[src/rtl/pl_pkg.sv]
// Shared types and constants for the program loader, its bench and the processor top.
package pl_pkg;
    localparam int          LEN_W         = 16;
    localparam logic [31:0] DEF_BASE_ADDR = 32'h0000_0020;

    typedef enum logic [1:0] {
        IDLE    = 2'd0,
        LOAD    = 2'd1,
        HOLD    = 2'd2,
        RELEASE = 2'd3
    } pl_state_e;
endpackage

[src/rtl/program_load_ctrl.sv]
// Streams instruction words into instruction memory and owns the processor reset,
// releasing it a fixed number of cycles after the last write.
module program_load_ctrl
    import pl_pkg::*;
#(
    parameter int                ADDR_W      = 32,
    parameter int                DATA_W      = 16,
    parameter logic [ADDR_W-1:0] BASE_ADDR   = ADDR_W'(DEF_BASE_ADDR),
    parameter int                MAX_WORDS   = 1024,
    parameter int                HOLD_CYCLES = 2
) (
    input  logic              clk,
    input  logic              reset,
    input  logic              start,
    input  logic [LEN_W-1:0]  load_len,
    input  logic              abort,
    input  logic              in_valid,
    input  logic [DATA_W-1:0] in_data,
    output logic              in_ready,
    output logic              fm_write_enable,
    output logic [ADDR_W-1:0] fm_write_addr,
    output logic [DATA_W-1:0] fm_write_data,
    output logic              cpu_reset,
    output logic              busy,
    output logic              done,
    output logic              error,
    output logic [LEN_W-1:0]  word_count
);

    pl_state_e         r_state;
    pl_state_e         w_next;
    logic              w_hs;
    logic              w_last;
    logic              w_start_ok;
    logic              w_start_bad;
    logic              w_hold_load;
    logic              w_abort_act;

    logic              r_we;
    logic [ADDR_W-1:0] r_addr;
    logic [DATA_W-1:0] r_data;
    logic [LEN_W-1:0]  r_wc;
    logic [LEN_W-1:0]  r_len;
    logic [3:0]        r_hold_cnt;
    logic              r_error;
    logic              r_cpu_reset;
    logic              r_done;

    assign w_hs        = in_valid && (r_state == LOAD);
    assign w_last      = ((r_wc + 16'd1) == r_len);
    assign w_abort_act = abort && ((r_state == LOAD) || (r_state == HOLD));

    always_ff @(posedge clk or negedge reset) begin
        if (!reset) r_state <= IDLE;
        else        r_state <= w_next;
    end

    always_comb begin
        w_next      = r_state;
        w_start_ok  = 1'b0;
        w_start_bad = 1'b0;
        w_hold_load = 1'b0;
        case (r_state)
            IDLE: begin
                if (start) begin
                    if ((load_len != '0) && (32'(load_len) <= MAX_WORDS)) begin
                        w_start_ok = 1'b1;
                        w_next     = LOAD;
                    end else begin
                        w_start_bad = 1'b1;
                    end
                end
            end
            LOAD: begin
                // A final word arriving with abort is still written, but abort wins the state.
                if (abort) begin
                    w_next = IDLE;
                end else if (w_hs && w_last) begin
                    w_next      = HOLD;
                    w_hold_load = 1'b1;
                end
            end
            HOLD: begin
                if (abort)                 w_next = IDLE;
                else if (r_hold_cnt <= 4'd1) w_next = RELEASE;
            end
            RELEASE: w_next = IDLE;
            default: w_next = IDLE;
        endcase
    end

    always_ff @(posedge clk or negedge reset) begin
        if (!reset) begin
            r_we        <= 1'b0;
            r_addr      <= BASE_ADDR;
            r_data      <= '0;
            r_wc        <= '0;
            r_len       <= '0;
            r_hold_cnt  <= '0;
            r_error     <= 1'b0;
            r_cpu_reset <= 1'b1;
            r_done      <= 1'b0;
        end else begin
            r_we <= w_hs;
            if (w_hs) begin
                r_addr <= BASE_ADDR + ADDR_W'(r_wc);
                r_data <= in_data;
            end

            if (w_start_ok)  r_wc <= '0;
            else if (w_hs)   r_wc <= r_wc + 16'd1;
            if (w_start_ok)  r_len <= load_len;

            if (w_hold_load)                               r_hold_cnt <= 4'(HOLD_CYCLES);
            else if ((r_state == HOLD) && (r_hold_cnt != '0)) r_hold_cnt <= r_hold_cnt - 4'd1;

            if (w_start_ok)                      r_error <= 1'b0;
            else if (w_start_bad || w_abort_act) r_error <= 1'b1;

            // Processor reset drops only for a completed load; aborts leave it asserted.
            if (w_start_ok)              r_cpu_reset <= 1'b1;
            else if (w_next == RELEASE)  r_cpu_reset <= 1'b0;

            r_done <= (w_next == RELEASE);
        end
    end

    assign in_ready        = (r_state == LOAD);
    assign busy            = (r_state == LOAD) || (r_state == HOLD);
    assign fm_write_enable = r_we;
    assign fm_write_addr   = r_addr;
    assign fm_write_data   = r_data;
    assign cpu_reset       = r_cpu_reset;
    assign done            = r_done;
    assign error           = r_error;
    assign word_count      = r_wc;

endmodule

[config.mk]
export PLATFORM = sky130hd
export DESIGN_NAME = program_load_ctrl
export DESIGN_NICKNAME = d
export VERILOG_FILES = /design/src/rtl/pl_pkg.sv /design/src/rtl/program_load_ctrl.sv
export SDC_FILE = /design/constraint.sdc
export NUM_CORES = 1
export LEC_CHECK = 0
export BUFFER_PORTS_ARGS = -buffer_cell sky130_fd_sc_hd__buf_2
export CAP_MARGIN = 0
export CELL_PAD_IN_SITES_DETAIL_PLACEMENT = 1
export CELL_PAD_IN_SITES_GLOBAL_PLACEMENT = 1
export CORE_UTILIZATION = 35
export CTS_CLUSTER_SIZE = 28
export DETAILED_ROUTE_END_ITERATION = 10
export PLACE_DENSITY_LB_ADDON = 0.2
export SLEW_MARGIN = 10
export SYNTH_ARGS = -nofsm -noshare
export SYNTH_HDL_FRONTEND = slang
export SYNTH_SLANG_ARGS = --single-unit
export TNS_END_PERCENT = 5
[constraint.sdc]
create_clock -name clk -period 5.07 [get_ports clk]
set_input_delay 0.7605 -clock clk [delete_from_list [all_inputs] [get_ports clk]]
set_output_delay 0.7605 -clock clk [all_outputs]
set_load 0.01 [all_outputs]
* After elaboration in Yosys (flattened, before gate mapping)
Index checks and enable logic that the tools add are counted.
** Operators by class
- Add/subtract/negate cells :: 3
- $lt $le $gt $ge :: 2
- Eq/ne operators :: 5
- Mux-type cells :: 24
- Reduce and logical (&&, ||, !) cells :: 14
** Operators by type and width (number)
- $mux 16 :: 2
- $add 6x16->17 const A :: 1
- $add 16x1->16 const B :: 1
- $eq 16x16->1 :: 1
- $le 16x11->1 const B :: 1
- $reduce_bool 16->1 :: 1
- $mux 1 :: 13
- $mux 2 :: 6
- $mux 4 :: 2
- $pmux 2 s4 :: 1
- $reduce_bool 2->1 :: 4
- $eq 2x2->1 const B :: 3
- $logic_and 1x1->1 :: 5
- $le 4x1->1 const B :: 1
- $reduce_bool 4->1 :: 1
- $sub 4x1->4 const B :: 1
- $eq 2x1->1 const B :: 1
- $logic_not 2->1 :: 1
- $logic_or 1x1->1 :: 2
** Word-level totals
- Register bits :: 90
- Input bits :: 37
- Output and inout bits :: 70
- Word-level logic and storage cells :: 58

* Longest topological paths before layout
Gate-level depths: netlist (run 1).
- Depth in word-level cells :: 9
- Mapped depth :: 9
- Mapped depth without buffers :: 9

* Worst setup path after synthesis (run 1)
Ideal clock, no wire load.
- Path type :: input to register
- Start :: input load_len[5]
- End :: register r_error (netlist: error)
- Library setup time :: 0.132 ns
- Arrival :: 2.991 ns
- Required time :: 4.938 ns
- Path slack :: 1.947 ns
- Stages on the path :: 8
- Buffers on the path :: 3
- Cells stage by stage :: or4_1 -> nor4_1 -> xnor2_1 -> and2_1 -> clkbuf_1 -> buf_1 -> buf_1 -> nor2_1
** Between the ends
- Longest elaborated chain between the ends :: 7
- Elaborated cells between the ends (all ways) :: 12
- Those cells by class :: order compare (1); mux (7); reduce/logical (4)
** Ends and longest elaborated chain
- start, declared :: RTL line program_load_ctrl.sv:15 : input logic [LEN_W-1:0] load_len,
- $le 16x11->1 / $reduce_bool 16->1 (equally long branches) :: RTL line program_load_ctrl.sv:66 : if ((load_len != '0) && (32'(load_len) <= MAX_WORDS)) begin
- $logic_and 1x1->1 * :: RTL line program_load_ctrl.sv:66
- $mux 1 :: RTL line program_load_ctrl.sv:66
- $mux 1 :: RTL line program_load_ctrl.sv:65 : if (start) begin
- $mux 1 :: RTL line program_load_ctrl.sv:63 : case (r_state)
- $logic_or 1x1->1 :: RTL line program_load_ctrl.sv:118 : else if (w_start_bad || w_abort_act) r_error <= 1'b1;
- $reduce_bool 2->1 (no line)
- end signal, assigned :: RTL line program_load_ctrl.sv:100 : r_error <= 1'b0;
- end signal, assigned :: RTL line program_load_ctrl.sv:117 : if (w_start_ok) r_error <= 1'b0;
- end signal, assigned :: RTL line program_load_ctrl.sv:118
- end, declared :: RTL line program_load_ctrl.sv:45 : logic r_error;
Every way passes the cells marked *; elsewhere a longest branch is shown, timed or not.
A chain may end at the register's enable or synchronous reset.

* Final worst setup path (run 1)
- Start :: register r_wc[5] (netlist: word_count[5])
- End :: register r_done (netlist: done)
** Between the ends
- Longest elaborated chain between the ends :: 7
** Ends and longest elaborated chain
- start, declared :: RTL line program_load_ctrl.sv:42 : logic [LEN_W-1:0] r_wc;
- start signal, assigned :: RTL line program_load_ctrl.sv:111 : else if (w_hs) r_wc <= r_wc + 16'd1;
- $add 16x1->16 :: RTL line program_load_ctrl.sv:50 : assign w_last = ((r_wc + 16'd1) == r_len);
- $eq 16x16->1 :: RTL line program_load_ctrl.sv:50
- $logic_and 1x1->1 :: RTL line program_load_ctrl.sv:78 : end else if (w_hs && w_last) begin
- $mux 2 :: RTL line program_load_ctrl.sv:78
- $mux 2 :: RTL line program_load_ctrl.sv:76 : if (abort) begin
- $pmux 2 s4 :: RTL line program_load_ctrl.sv:63
- $eq 2x2->1 :: RTL line program_load_ctrl.sv:124 : r_done <= (w_next == RELEASE);
- end signal, assigned :: RTL line program_load_ctrl.sv:124
- end, declared :: RTL line program_load_ctrl.sv:47 : logic r_done;
No other way between the ends.

==> results.ini, run 1 <==
[logic_synthesis]
synth_flop_cell=dfrtp_1
synth-seq-area-share=0.479
synth-edff-count=0
ys_seq_elements=75
ys_async_sr_fraction=1.00
syn-instance-count=422
netlist_area_um2=3930
ys_types=53
yosys_warnings=0
avgSynthCellArea_um2=9.30

[power_and_ir_drop]
p_leak_nw=2.27
ir_worst_vdd_v=0.000174
p_per_area_nw_per_um2=394

[setup_path]
cp_max_fo=11
regToRegSetupSlack_ps=1910
critPathArrivalTime_ps=3430
crit_type=flip-flop to flip-flop
r2r-start=word_count[5]
reg2reg_depth=8
worstPathRequired_ps=5340
endpoint_kind=flip-flop
worst_setup_path_start_kind=flip-flop
crit_path_start=word_count[5]
r2r-end=done

[die]
die_area_um2=11600
io_pins=107
start_util=0.361
core_area_um2=10900
die_x_um=108
die_y_um=108
rows=38

[clock_network]
insertion_delay_ps=350
cts-root-buf=clkbuf_8
cts_buffers=9
clock-sinks=75
cts_resized=0
postCtsSetupRepairBufs=0
h-tree-depth=3
cts_buffer_depth=2
hold_buffers=0
clkTransAtPathRegs_ps=80
cts_tree=done

[route]
drtAntennaViolNets=0
drc_errors=0
drt_wl_total_um=9880
vias=3150
wl_per_cell_um=15.4
via_per_inst=4.90
drtIter0Drc=126
dr.pass1.iters=4

[cells_and_area]
multiInputGateArea_um2=1830
fin_cells=643
finalInstanceArea_um2=4550
regArea_um2=1880
drive_gt1_frac=0.247
layout_commonest_cell=nand2_1
mostFrequentLayoutCells=94 x nand2_1, 90 x buf_2, 73 x dfrtp_1
area_growth_pct=15.8
fillerInstances=1305
final_net_count=543
antenna_cells=0

[min_path]
hold_class=flip-flop to flip-flop
holdCritStartpoint=fm_write_addr[0]
hold_path_depth=2
hold_end=fm_write_addr[0]

[sta]
rsz0062_at_grt=no
whs_ps=470
fin_skew_ps=6.34
worst_slew_pin_slew_ps=982
finalSetupViolCount=0
fmax_mhz=317
finalSetupTns_ps=0
max_slew_margin=0.344
finalCriticalPeriod_ps=3160
fin_crit_sh=0.622
hold_viol=0
slew_violations=0

[global_route]
grt_antenna_before_repair=0
grt_first_pass_wirelength_um=16200
overflow=0
grtUsageTotal=0.184
grt_pass1_vias=3157
grt_max_degree=76

[flow_run]
maxCapViolations=0

[outcome]
outcome=finished, final reports clean

[place]
hpwlAfterDp_um=7100
placedCellCount=628
place_congestion=0.789
placed_area_um2=4390
io_buffer_count=91

## Yosys cell counts, drive strengths merged, types with 2 or more instances
master	instances	area [um^2]
nor3	7	35.0
clkbuf	11	42.5
dfrtp	73	1830
nand3	12	60.1
a21oi	8	40.0
xnor2	29	254
nand2b	3	18.8
inv	8	30.0
dfstp	2	52.6
or4	4	33.8
nand4	6	43.8
o211ai	2	15.0
nand2	95	357
and2	7	43.8
o221ai	2	17.5
buf	30	199
nor2b	4	25.0
o211a	2	20.0
xor2	16	140
ha	7	87.6
o22a	2	17.5
or3	3	23.8
nor2	33	124
nor4	9	56.3
mux2	10	113
o21ai	17	85.1
## worst max-delay path, cell delays in order (launching register included)
cell	delay [ps]
dfrtp_1	560
ha_1	410
nand4_1	200
nor3_1	440
mux2i_1	130
a32o_1	220
or4_4	570
or3_4	400
a22oi_2	130
## metrics by stage
step,utilization,total power (W),worst slack [ps]
2_1_floorplan,-,0.00119,1950
3_3_place_gp,0.403,0.00139,1890
3_5_place_dp,0.403,0.00141,1820
4_1_cts,0.418,0.00182,1890
5_1_grt,0.418,0.00193,1650
6_report,0.418,0.00179,1910
## final cells by class
cell class              instances  area share
well taps                     140      0.0385
inverters                       8     0.00660
clock buffers                  12      0.0319
flip-flops and latches         75       0.413
repair buffers                 93       0.104
clock inverters                 3     0.00330
multi-input cells             312       0.402
## worst max path at each step
| stage | cells past startpoint | slack, ps | end |
|---|---|---|---|
| 3_3_place_gp | 9 | 1890 | cpu_reset |
| 2_1_floorplan | 8 | 1950 | error |
| 3_5_place_dp | 9 | 1820 | cpu_reset |
| 6_report | 8 | 1910 | done |
| 4_1_cts | 8 | 1890 | done |
| 5_1_grt | 8 | 1650 | done |
## state kept, by name (all words and copies together), names as in the netlist
name / count
fm_write_addr: 17
fm_write_data: 16
r_len: 16
word_count: 16
r_hold_cnt: 4
r_state: 2
cpu_reset: 1
done: 1
error: 1
fm_write_enable: 1
## metal layers
layer	share of wire	vias to the layer above	track usage
met5	0	-	0
met4	0.012	0	0.0665
met3	0.044	8	0.0424
met2	0.46	73	0.283
met1	0.49	1539	0.252
li1	-	1530	-
## cells by family after synthesis
family                     Yosys count  synth area share
buffers and inverters               49            0.0692
xor gates and xnor gates            45             0.100
other                                1          0.000955
and+or+nand+nor                    190             0.223
DFF                                 75             0.479
AOI/OAI and AO/OA                   44            0.0743
adders and majority gates            7            0.0223
muxes                               11            0.0312
## power by group
group / total [W] / internal, W / switching, W
Clock: 0.000403 / 0.000186 / 0.000216
Sequential: 0.000847 / 0.000737 / 0.000110
Combinational: 0.000541 / 0.000229 / 0.000312
Total: 0.00179 / 0.00115 / 0.000639
No activity file was read; power rests on OpenSTA's default activity.
==> run 2: changes to the inputs <==
==> constraint.sdc (replaced) <==
create_clock -name clk -period 2.53 [get_ports clk]
set_input_delay 0.3795 -clock clk [delete_from_list [all_inputs] [get_ports clk]]
set_output_delay 0.3795 -clock clk [all_outputs]
set_load 0.01 [all_outputs]
==> run 2 against run 1 <==
The flow now finishes with violations (setup timing). Via count grew 5.8%. Routed wire length rose by 6.0%. Largest cell class is now multi-input gates. First-iteration DRC count is 21% higher. Fmax up 23%. Clock skew hardly changed.
==> results.ini, run 2 (synthesis gave the netlist of run 1 again) <==
[outcome]
outcome=finished with violations
violations=setup timing

[clock_network]
insertion_delay_ps=350  ; about the same
cts_tree=done
hold_buffers=0  ; unchanged
cts_buffers=9  ; unchanged
cts_buffer_depth=2  ; unchanged
clkTransAtPathRegs_ps=70  ; about the same
cts-root-buf=clkbuf_8
clock-sinks=75  ; unchanged
h-tree-depth=3  ; unchanged

[sta]
fmax_mhz=390  ; +23%
finalSetupTns_ps=-67.6  ; -67.6 ps
hold_viol=0  ; unchanged
fin_crit_sh=1.01  ; +0.391
finalCriticalPeriod_ps=2560  ; -592 ps
fin_skew_ps=6.78  ; +0.446 ps
finalSetupViolCount=2  ; +2
setup_slack_ps=-33.9  ; -1950 ps
slew_violations=0  ; unchanged
whs_ps=18.3  ; -451 ps
worst_slew_pin_slew_ps=746  ; -236 ps
max_slew_margin=0.499  ; +0.154
rsz0062_at_grt=yes

[place]
io_buffer_count=91  ; unchanged
hpwlAfterDp_um=7970  ; +12%
place_congestion=0.867  ; +9.9%
placedCellCount=683  ; +8.8%

[route]
drtIter0Drc=153  ; +21%
drtAntennaViolNets=0  ; unchanged
wl_per_cell_um=14.9  ; -3.0%
drt_wl_total_um=10500  ; +6.0%
drc_errors=0  ; unchanged
vias=3332  ; +5.8%
via_per_inst=4.74  ; -3.3%
dr.pass1.iters=4  ; unchanged

[cells_and_area]
multiInputGateArea_um2=1930  ; +5.6%
layout_commonest_cell=nand2_1
final_net_count=602  ; +11%
antenna_cells=0  ; unchanged
largest_register_ff_count=17  ; unchanged
area_growth_pct=30.8
mostFrequentLayoutCells=92 x nand2_1, 90 x buf_2, 67 x dfrtp_1
fin_cells=703  ; +9.3%
drive_gt1_frac=0.361  ; +0.114
fillerInstances=1284  ; -1.6%
regArea_um2=1890  ; +0.40%

[global_route]
grt_pass1_vias=3494  ; +11%
overflow=0  ; unchanged
grtUsageTotal=0.194  ; +0.0103
grt_first_pass_wirelength_um=17500  ; +7.5%
grt_max_degree=53  ; -30%
grt_antenna_before_repair=0  ; unchanged

[setup_path]
crit_top_cell=or3_4
slowest_delay_ps=530  ; -40 ps
worst_setup_path_start_kind=flip-flop
slowest_stage=or4_4
crit_buf_inv=0  ; unchanged
endpoint_kind=flip-flop
crit_chain=ha_4 -> nand4_4 -> or3_4 -> xor2_1 -> a221o_1 -> or4_4 -> or3_4 -> o211a_1
crit_family=simple AND/OR/NAND/NOR gates
worstPathRequired_ps=2810  ; -2530 ps
critPathArrivalTime_ps=2850  ; -580 ps
cp_max_fo=3  ; -8
reg2reg_depth=8  ; unchanged
crit_cells=8  ; unchanged
crit_path_start=word_count[1]
crit_type=flip-flop to flip-flop
r2r-start=word_count[1]

[power_and_ir_drop]
ir_worst_vdd_v=0.000330  ; +90%
p_per_area_nw_per_um2=719  ; +83%
p_leak_nw=2.62  ; +15%

[min_path]
hold_class=input pin to async pin

[die]
die_area_um2=11600  ; unchanged
io_pins=107  ; unchanged
rows=38  ; unchanged
core_area_um2=10900  ; unchanged
die_y_um=108  ; unchanged
start_util=0.361  ; unchanged
die_x_um=108  ; unchanged

[flow_run]
maxCapViolations=0  ; unchanged

==> run 2: final cells by class <==
type,count,share of cell area
tap,140,0.0341
clock buffer,10,0.0248
sequential,75,0.367
timing repair buffer,152,0.185
inverter,8,0.00585
clock inverter,6,0.00633
multi-input combinational,312,0.376
==> run 2: routing by layer <==
metal / GRT usage / up-vias / wire [um]
li1: - / 1642 / -
met1: 0.273 / 1610 / 5040
met2: 0.301 / 72 / 4950
met3: 0.0412 / 8 / 363
met4: 0.0548 / 0 / 124
met5: 0 / - / 0
==> run 2: power breakdown <==
part           total [W]  switching [W]  internal, W
registers        0.00167       0.000184      0.00148
clock network   0.000789       0.000442     0.000347
logic            0.00124       0.000678     0.000561
==> run 2: metrics by stage <==
step	setup slack, ps	cell area [um^2]	total power (W)	util
CTS	-42.2	5120	0.00375	0.470
detailed placement	-139	4850	0.00294	0.445
finish	-33.9	5140	0.00369	0.472
global placement	-50.4	4850	0.00288	0.445
floorplan	-148	4040	0.00242	-
global route	-109	5140	0.00397	0.472
==> run 2: repair_timing <==
action,in CTS,in global routing
endpoints found under the setup margin,7,7
gates resized for setup,16,7
pin swaps,7,7
endpoints found under the hold margin,0,0
setup buffers,4,0
==> run 2: worst paths after layout <==
check	end	slack [ps]
setup reg to reg	cpu_reset	-30
hold / removal	error	20
max in group asynchronous	r_len[2]	1880
min in group clk	fm_write_data[14]	220
hold reg to reg	fm_write_addr[3]	480
setup / recovery	cpu_reset	-30
==> run 3: changes to the inputs <==
--- a/config.mk
+++ b/config.mk
@@ -8,8 +8,8 @@
 export BUFFER_PORTS_ARGS = -buffer_cell sky130_fd_sc_hd__buf_2
 export CAP_MARGIN = 0
 export CELL_PAD_IN_SITES_DETAIL_PLACEMENT = 1
-export CELL_PAD_IN_SITES_GLOBAL_PLACEMENT = 1
-export CORE_UTILIZATION = 35
+export CELL_PAD_IN_SITES_GLOBAL_PLACEMENT = 2
+export CORE_UTILIZATION = 28
 export CTS_CLUSTER_SIZE = 28
 export DETAILED_ROUTE_END_ITERATION = 10
 export PLACE_DENSITY_LB_ADDON = 0.2
==> run 3 against run 2 <==
The run still ends with setup timing left. Setup slack got worse by 12 ps. Critical path type unchanged. Clock skew fell by 0.69 ps. Highest routed layer unchanged. Worst hold slack improved by 2.3 ps. Sequential share of layout area fell by 0.99 points. Critical endpoint unchanged. Non-clock buffer count fell by 5. Sequential cell count did not move. Final cell count rose by 4.4%.
==> results.ini, run 3 (synthesis gave the netlist of run 1 again) <==
[route]
vias=3423  ; +2.7%
via_per_inst=4.66  ; -1.6%
drt-met1-wl_um=5340  ; +6.0%
wl_met3_um=462  ; +27%
dr.pass1.iters=4  ; unchanged
highest_layer=met4
drtIter0Drc=108  ; -29%
drtAntennaViolNets=0  ; unchanged
wl_met2_um=5350  ; +8.1%
wl_per_cell_um=15.5  ; +3.8%
drc_errors=0  ; unchanged
drt_wl_total_um=11400  ; +8.4%

[place]
io_buffer_count=91  ; unchanged
hpwlAfterDp_um=8470  ; +6.3%
pre_cts_ws_ps=-140  ; -0.737 ps
placed_area_um2=4880  ; +0.57%
place_congestion=0.830  ; -4.3%

[min_path]
hold_class=input pin to async pin

[sta]
setup_slack_ps=-45.9  ; -12.0 ps
fin_skew_ps=6.09  ; -0.693 ps
max_slew_margin=0.623  ; +0.125
slew_violations=0  ; unchanged
hold_viol=0  ; unchanged
fmax_mhz=388  ; -0.47%
finalSetupViolCount=2  ; unchanged
whs_ps=20.6  ; +2.29 ps
rsz0062_at_grt=yes
worst_slew_pin_slew_ps=559  ; -187 ps
fin_crit_sh=1.02  ; +0.00474
finalCriticalPeriod_ps=2580  ; +12.0 ps

[die]
rows=42  ; +11%
start_util=0.292  ; -0.0688
die_x_um=120  ; +12%
die_area_um2=14500  ; +25%
die_y_um=120  ; +12%
io_pins=107  ; unchanged
core_area_um2=13500  ; +24%

[clock_network]
cts_tree=done
insertion_delay_ps=340  ; about the same
cts-root-buf=clkbuf_16
cts_buffer_depth=2  ; unchanged
cts_buffers=9  ; unchanged
h-tree-depth=3  ; unchanged
clkTransAtPathRegs_ps=60  ; about the same
clock-sinks=75  ; unchanged

[power_and_ir_drop]
switching_share=0.321  ; -0.0317
p_seq_frac=0.393  ; -0.058
pwr-share-comb=0.297  ; -0.038
p_per_area_nw_per_um2=815  ; +13%
p_leak_nw=2.63  ; +0.46%
p_int_w=0.00292  ; +22%
power_w=0.00430  ; +16%
power.switching_w=0.00138  ; +6.0%
ir_worst_vdd_v=0.000299  ; -9.2%
clockPowerShare=0.311  ; +0.097

[global_route]
grt_pass1_vias=3522  ; +0.80%
grtUsageTotal=0.167  ; -0.0271
grt_antenna_before_repair=0  ; unchanged
overflow=0  ; unchanged
grt_max_degree=53  ; unchanged
grt_first_pass_wirelength_um=18400  ; +5.5%

[setup_path]
critPathArrivalTime_ps=2840  ; about the same
endpoint_kind=flip-flop
regToRegSetupSlack_ps=-50  ; about the same
worstPathRequired_ps=2800  ; about the same
crit_type=flip-flop to flip-flop
reg2reg_depth=8  ; unchanged
worst_setup_path_start_kind=flip-flop
cp_max_fo=4  ; +1

[cells_and_area]
mostFrequentLayoutCells=94 x nand2_1, 90 x buf_2, 69 x dfrtp_1
antenna_cells=0  ; unchanged
regArea_um2=1880  ; -0.13%
multiInputGateArea_um2=1910  ; -0.97%
drive_gt1_frac=0.344  ; -0.0165
area_growth_pct=34.3
layout_commonest_cell=nand2_1
finalInstanceArea_um2=5270  ; +2.6%
fillerInstances=1617  ; +26%
final_net_count=597  ; -0.83%
largest_register_ff_count=17  ; unchanged

[outcome]
outcome=finished with violations
violations=setup timing

[flow_run]
maxCapViolations=0  ; unchanged

==> run 3: path summary, 6_finish.rpt <==
check,start,to
setup reg to reg,word_count[0],cpu_reset
min in group clk,in_data[2],fm_write_data[2]
setup / recovery,word_count[0],cpu_reset
hold reg to reg,fm_write_data[1],fm_write_data[1]
max in group asynchronous,reset,cpu_reset
hold / removal,reset,fm_write_addr[12]
==> run 3: critical path, stage by stage, from the launching register on <==
cell	delay [ps]
dfrtp_2	400
ha_4	170
nand4_4	80
or3_4	360
o21bai_1	170
a32o_1	240
or4_4	550
or3_4	400
o211a_1	140
==> run 3: layout make-up <==
class | count | area share
sequential | 75 | 0.357
multi-input combinational | 312 | 0.363
inverter | 8 | 0.00570
clock buffer | 15 | 0.0527
clock inverter | 1 | 0.00570
timing repair buffer | 147 | 0.174
tap | 176 | 0.0418
==> run 3: through the flow <==
stage	cells	util	setup TNS, ps
final	734	0.392	-77.2
after global routing	734	0.392	-284
after CTS	731	0.387	-95.4
after detailed placement	715	0.363	-552
after global placement	715	0.363	-116
after floorplan	436	-	-1760
==> run 3: metal layers <==
metal,GRT usage,up-vias
li1,-,1643
met1,0.221,1688
met2,0.268,79
met3,0.0292,13
met4,0.0725,0
met5,0,-
==> run 3: power by group through the flow <==
stage	sequential, W	clock (W)	combinational (W)
detailed placement	0.00171	0	0.00127
global placement	0.00170	0	0.00125
global route	0.00174	0.00142	0.00144
finish	0.00169	0.00133	0.00128
CTS	0.00169	0.00138	0.00129
floorplan	0.00177	0	0.000653
==> run 3: repair_timing <==
action / in CTS / in global routing
hold buffers: 0 / 0
pin swaps: 0 / 1
resized for setup: 6 / 8
setup endpoints to repair: 6 / 7
endpoints found under the hold margin: 0 / 0
setup buffers: 0 / 3
